==> src/rtl/sr_pulse_driver.sv <==
// sr_pulse_driver: drives the S/R inputs of an external set/reset latch with
// fixed-width pulses followed by a dead interval, tracking the level it last
// drove. Optional feedback check against the latch output is enabled by
// defining SR_DRV_FBCHECK_EN; without it q_fb is unused and err stays 0.
module sr_pulse_driver #(
  parameter int PULSE_W = 2,
  parameter int DEAD_T  = 1
) (
  input  logic clk,
  input  logic rst,
  input  logic req,
  input  logic target,
  input  logic q_fb,
  output logic ready,
  output logic s,
  output logic r,
  output logic done,
  output logic q_model,
  output logic known,
  output logic err
);

  typedef enum logic [1:0] {IDLE, PULSE, DEAD, DONE} state_t;

  localparam logic [3:0] PulseLast = 4'(PULSE_W);
  localparam logic [3:0] DeadLast  = 4'(DEAD_T);

  state_t     state_q, state_d;
  logic [3:0] pcnt_q, pcnt_d;
  logic [3:0] dcnt_q, dcnt_d;
  logic       tgt_q, tgt_d;
  logic       q_model_q, q_model_d;
  logic       known_q, known_d;
  logic       s_q, s_d;
  logic       r_q, r_d;
  logic       fb_mis;

`ifdef SR_DRV_FBCHECK_EN
  logic       err_q, err_d;
  // Latch output disagreeing with the recorded level while completing.
  assign fb_mis = (state_q == DONE) && (q_fb != q_model_q);
`else
  logic       unused_fb;
  assign unused_fb = q_fb;
  assign fb_mis    = 1'b0;
`endif

  // Next-state, counter and drive computation.
  always_comb begin
    state_d   = state_q;
    pcnt_d    = pcnt_q;
    dcnt_d    = dcnt_q;
    tgt_d     = tgt_q;
    q_model_d = q_model_q;
    known_d   = known_q;
`ifdef SR_DRV_FBCHECK_EN
    err_d     = err_q;
`endif
    case (state_q)
      IDLE: begin
        if (req) begin
          tgt_d = target;
          // Skip the pulse when the latch is already known to hold the level.
          if (!known_q || (target != q_model_q)) begin
            state_d = PULSE;
            pcnt_d  = 4'd1;
          end else begin
            state_d = DONE;
          end
        end
      end
      PULSE: begin
        if (pcnt_q == PulseLast) begin
          state_d   = DEAD;
          pcnt_d    = 4'd0;
          dcnt_d    = 4'd1;
          q_model_d = tgt_q;
          known_d   = 1'b1;
        end else begin
          pcnt_d = pcnt_q + 4'd1;
        end
      end
      DEAD: begin
        if (dcnt_q == DeadLast) begin
          state_d = DONE;
          dcnt_d  = 4'd0;
        end else begin
          dcnt_d = dcnt_q + 4'd1;
        end
      end
      DONE: begin
        state_d = IDLE;
`ifdef SR_DRV_FBCHECK_EN
        err_d   = err_q | fb_mis;
`endif
      end
      default: state_d = IDLE;
    endcase
    // s and r derive from one target bit, so they can never coincide.
    s_d = (state_d == PULSE) && tgt_d;
    r_d = (state_d == PULSE) && !tgt_d;
  end

  // State and output registers; reset wins over any same-edge acceptance.
  always_ff @(posedge clk) begin
    if (rst) begin
      state_q   <= IDLE;
      pcnt_q    <= 4'd0;
      dcnt_q    <= 4'd0;
      tgt_q     <= 1'b0;
      q_model_q <= 1'b0;
      known_q   <= 1'b0;
      s_q       <= 1'b0;
      r_q       <= 1'b0;
`ifdef SR_DRV_FBCHECK_EN
      err_q     <= 1'b0;
`endif
    end else begin
      state_q   <= state_d;
      pcnt_q    <= pcnt_d;
      dcnt_q    <= dcnt_d;
      tgt_q     <= tgt_d;
      q_model_q <= q_model_d;
      known_q   <= known_d;
      s_q       <= s_d;
      r_q       <= r_d;
`ifdef SR_DRV_FBCHECK_EN
      err_q     <= err_d;
`endif
    end
  end

  assign ready   = (state_q == IDLE);
  assign done    = (state_q == DONE);
  assign s       = s_q;
  assign r       = r_q;
  assign q_model = q_model_q;
  assign known   = known_q;
`ifdef SR_DRV_FBCHECK_EN
  // Visible from the DONE cycle itself, then held until reset.
  assign err     = err_q | fb_mis;
`else
  assign err     = 1'b0;
`endif

endmodule

==> config.mk <==
export PLATFORM = sky130hd
export DESIGN_NAME = sr_pulse_driver
export DESIGN_NICKNAME = d
export VERILOG_FILES = /design/src/rtl/sr_pulse_driver.sv
export SDC_FILE = /design/constraint.sdc
export NUM_CORES = 1
export LEC_CHECK = 0
export CORE_UTILIZATION = 45
export DETAILED_ROUTE_END_ITERATION = 12
export DONT_BUFFER_PORTS = 1
export SYNTH_ARGS = -nofsm -noshare
export SYNTH_HDL_FRONTEND = slang
export SYNTH_SLANG_ARGS = --single-unit
==> constraint.sdc <==
create_clock -name clk -period 4.22 [get_ports clk]
set_input_delay 0.633 -clock clk [delete_from_list [all_inputs] [get_ports clk]]
set_output_delay 0.633 -clock clk [all_outputs]
set_load 0.1 [all_outputs]
* Yosys cells after proc, flatten, opt, wreduce, memory -nomap -nowiden *
Cells that the tools add are included.

storage, ports and cells
  bits in registers = 15
  output and inout bits = 7
  logic and storage cells = 45
  input port bits = 5

cells by class
  reduce and logical (&&, ||, !) cells = 11
  equality and inequality tests = 10
  add/subtract/negate cells = 2
  muxes and demuxes = 14

operators with widths
  cell                                                                    count
  4-bit 2-to-1 mux                                                        5
  4-bit case mux with 2 select lines                                      2
  4-bit by 1-bit adder with 4-bit output (second input constant)          2
  2-bit 2-to-1 mux                                                        4
  2-bit case mux with 4 select lines                                      1
  2-bit by 1-bit equality test with 1-bit output (second input constant)  2
  2-bit equality test (second input constant)                             2
  4-bit by 1-bit equality test with 1-bit output (second input constant)  1
  4-bit by 2-bit equality test with 1-bit output (second input constant)  1
  2-bit != test (second input constant)                                   2
  2-bit AND reduction                                                     2
  2-bit nonzero test                                                      2
  3-bit AND reduction                                                     1
  1-bit logical AND                                                       2
  1-bit logical NOT                                                       2
  2-bit logical NOT                                                       1
  1-bit 2-to-1 mux                                                        2
  2-bit by 1-bit != test with 1-bit output (second input constant)        1
  1-bit logical OR                                                        1
  1-bit != test                                                           1

* Logic depth before layout (Yosys ltp) *
  depth after elaboration = 7
  gate-level depth with buffers = 7
  depth with buffers taken out = 6

* Least setup slack after synthesis *
OpenSTA, ideal clock, no wires.

  kind = register -> register
  start point = reg state_q[0]
  end point = reg r_q, in the netlist r
  buffers on the path = 1
  data required time = 4.104 ns
  slack = 1.810 ns
  stages on the path, launching flop included = 5
  library setup time = 0.116 ns
  period minus slack after synthesis = 2.410 ns
  arrival = 2.293 ns
  cell sequence = dfxtp_1 -> buf_6 -> nor2_1 -> nand4_1 -> and4_1

on the way
  longest elaborated chain between the ends = 4
  elaborated cells between the ends (all ways) = 12
  those cells by class = 4 x eq/ne; 5 x mux; 3 x reduce/logical

RTL lines
  what                                                                                        RTL line  RTL
  start: declaration                                                                          28        state_t state_q, state_d;
  start signal: assignment                                                                    119       state_q <= state_d;
  2-bit logical NOT (*)                                                                       n/a
  net ready                                                                                   14        output logic ready,
  2-bit case mux with 4 select lines / 1-bit 2-to-1 mux (equally long branches)               59        case (state_q)
  2-bit by 1-bit equality test with 1-bit output / 1-bit logical NOT (equally long branches)  101       r_d = (state_d == PULSE) && !tgt_d;
  1-bit logical AND (*)                                                                       101
  end signal: assignment                                                                      126       r_q <= r_d;
  end: declaration                                                                            35        logic r_q, r_d;

The timed path passes the listed nets; every way through them passes the cells marked *.
A chain may end at the register's enable or synchronous reset.

* Final worst setup path *
  start point = reg state_q[1]
  end point = out done

on the way
  longest elaborated chain between the ends = 1

RTL lines
  what                 RTL line  RTL
  2-bit equality test  134       assign done = (state_q == DONE);
  end: declaration     17        output logic done,

Every way passes these cells.

==> flow_metrics.tcl <==
set metrics [dict create \
    status "finished clean" \
    path_cells "and2_1" \
    crit_path_max_incr_delay_ns 0.82 \
    io_pins 12 \
    drv_slew 0 \
    nFillCells 156 \
    clockBufferDepth 2 \
    die_area_um2 1880 \
    setup_ws_ns 1.95 \
    final-hold-violation-count 0 \
    crit_family "simple AND/OR/NAND/NOR gates" \
    path_class "reg2out" \
    ys_ff_latch 15 \
    netlist_area_um2 771 \
    fin_skew_ns 0.00694 \
    port_buffers 0 \
    drcViolationCount 0 \
    path_clk_slew_ns 0.09 \
    diodes 0 \
    overflow 0 \
    hold_depth 1 \
    rrSetupSlack_ns 2.22 \
    critPathLaunchType "register" \
    slew_headroom_pct 25.5 \
    postRouteAntennaNets 0 \
    area_growth_pct 2.76 \
    min_from "rst" \
    synth_cells 84 \
    power.density_nw_per_um2 357 \
    synth.largest_area_cell "dfxtp_1" \
    core_um2 1560 \
    yosysTopAreaCellShare_pct 39.0 \
    arrival_ns 1.64 \
    wl_mm 1.27 \
    async_flop_share_pct 0 \
    synth_commonest_cells "dfxtp_1 (15), nor2_1 (10), a21oi_1 (5)" \
    clockRootBuffer "clkbuf_4" \
    vias_per_cell 5.55 \
    crit_buf_inv 0 \
    yosys-top-cells-area "dfxtp_1 (39%), ha_1 (6.5%), nor2_1 (4.9%), a21oi_1 (3.2%), nor3b_2 (3.2%)" \
    timing.final.crit_share_pct 53.8 \
    start_util_pct 49.4 \
    drt_iter0_markers 9 \
    vias 555 \
    layout-drive-gt1-share_pct 16.7 \
    wl_per_cell_um 12.7 \
    die_y_um 43.4 \
    slowest_stage "and2_1" \
    peakVddDrop_mv 0.251 \
    holdPathEnd "dcnt_q[0]" \
    grt_pass1_vias 480 \
    combPwrFrac_pct 12.3 \
    cp-end-kind "output port" \
    rsz0062_at_grt "no" \
    dr.pass1.iters 3 \
    worstSkewPairLatency_ns 0.28 \
    cts_hold_buf 0 \
    post-route-util_pct 50.8 \
    setup_viol 0 \
    antenna_found_initial 0 \
    r2r_cells 3 \
    fin_crit_ns 2.27 \
    switching_share_pct 30.8 \
    multiInputGateArea_um2 434 \
    yosys_warnings 0 \
    ys_types 38 \
    hold_path_class "in2reg" \
    p_int_mw 0.196 \
    grt_max_degree 14 \
    worstReg2RegStart "state_q[1]" \
    worst_slew_pin_slew_ns 1.12 \
    clkPwrFrac_pct 28.8 \
    grt_pass1_wl_mm 2.17 \
    yosysMostFrequentCell "dfxtp_1" \
    cts_resized 0 \
    maxCapViolCount 0 \
    cts.sinks 15 \
    dp.final_hpwl_um 952 \
    cp_max_fo 8 \
    fin_nets 94 \
    cts_max_level 1 \
    synth-edff-count 0 \
    post-place-ws_ns 2.22 \
    syn_avg_cell_area_um2 9.18 \
    cts_inserted_buffers 3 \
    postCtsSetupRepairBufs 0 \
    gp_congestion 0.784 \
    crit_path_start "state_q[1]" \
    power.total_mw 0.283 \
    clock.fmax_mhz 440 \
    synth_nets 93 \
    holdWs_ns 0.400 \
    grt_usage_pct 16.2 \
    leakagePower_nw 0.319 \
    die_w_um 43.4 \
    rows 14 \
    cts_tree "yes" \
    yosysSeqAreaShare_pct 39.0 \
    r2r_end "r" \
    seqCellArea_um2 300 \
    worstPathRequired_ns 3.59 \
    seqPwrFrac_pct 58.9 \
    synth_flop_cell "dfxtp_1" \
    p_switching_mw 0.0870 \
    fin_setup_tns_ns 0 \
]
kinds of logic (layout without fill, tap and decap cells):
kind of cell    count (synthesis)  after routing  share of synthesized area [%]
simple gates                   36             36                           28.9
compound gates                 17             17                           15.3
other cells                     1              1                          0.487
fa+ha+maj                       4              4                           6.49
flops                          15             15                           39.0
xor+xnor                        2              2                           2.27
buf+inv                         7              7                           5.03
mux                             2              2                           2.60
power by group through the flow:
stage               Sequential, mW  Combinational (mW)  Clock [mW]
CTS                          0.167              0.0351      0.0842
finish                       0.167              0.0348      0.0814
floorplan                    0.167              0.0362           0
detailed placement           0.170              0.0350           0
global placement             0.170              0.0348           0
global route                 0.168              0.0383      0.0942
state kept, by name (all words and copies together) (netlist names):
signal	count
dcnt_q	4
pcnt_q	4
state_q	2
known	1
q_model	1
r	1
s	1
tgt_q	1
through the flow:
step	cell area, µm²	std cells
2_1_floorplan	771	84
3_3_place_gp	766	96
3_5_place_dp	766	96
4_1_cts	792	100
5_1_grt	792	100
6_report	792	100
layout make-up:
class / count / share of cell area (%)
Tap cell: 16 / 2.53
Sequential cell: 15 / 37.9
Clock buffer: 4 / 3.32
Inverter: 3 / 1.42
Multi-Input combinational cell: 62 / 54.8
routing by layer:
layer	global-route usage (%)	routed length [µm]	vias up	share of wire [%]
met3	8.33	71	2	5.6
met5	0	0	-	0
met1	23.8	662	251	52
met2	19.1	523	11	41
li1	-	-	291	-
met4	7.50	15	0	1.2
cells in the final DEF (no fill, tap or decap), types with 3 or more instances in the layout:
master / instances
a21oi_1: 5
clkbuf_4: 3
dfxtp_1: 15
ha_1: 4
nand2_1: 4
nor2_1: 9
nor2b_1: 3
o21ai_0: 3
how the worst max path moves through the flow:
stage | slack [ns] | cells past startpoint | endpoint
6_report | 1.95 | 1 | done
5_1_grt | 1.88 | 1 | done
4_1_cts | 1.94 | 1 | done
3_5_place_dp | 2.22 | 3 | r
3_3_place_gp | 2.24 | 3 | r
2_1_floorplan | 1.81 | 4 | r
Note: power is estimated with default switching activity, not from simulation.
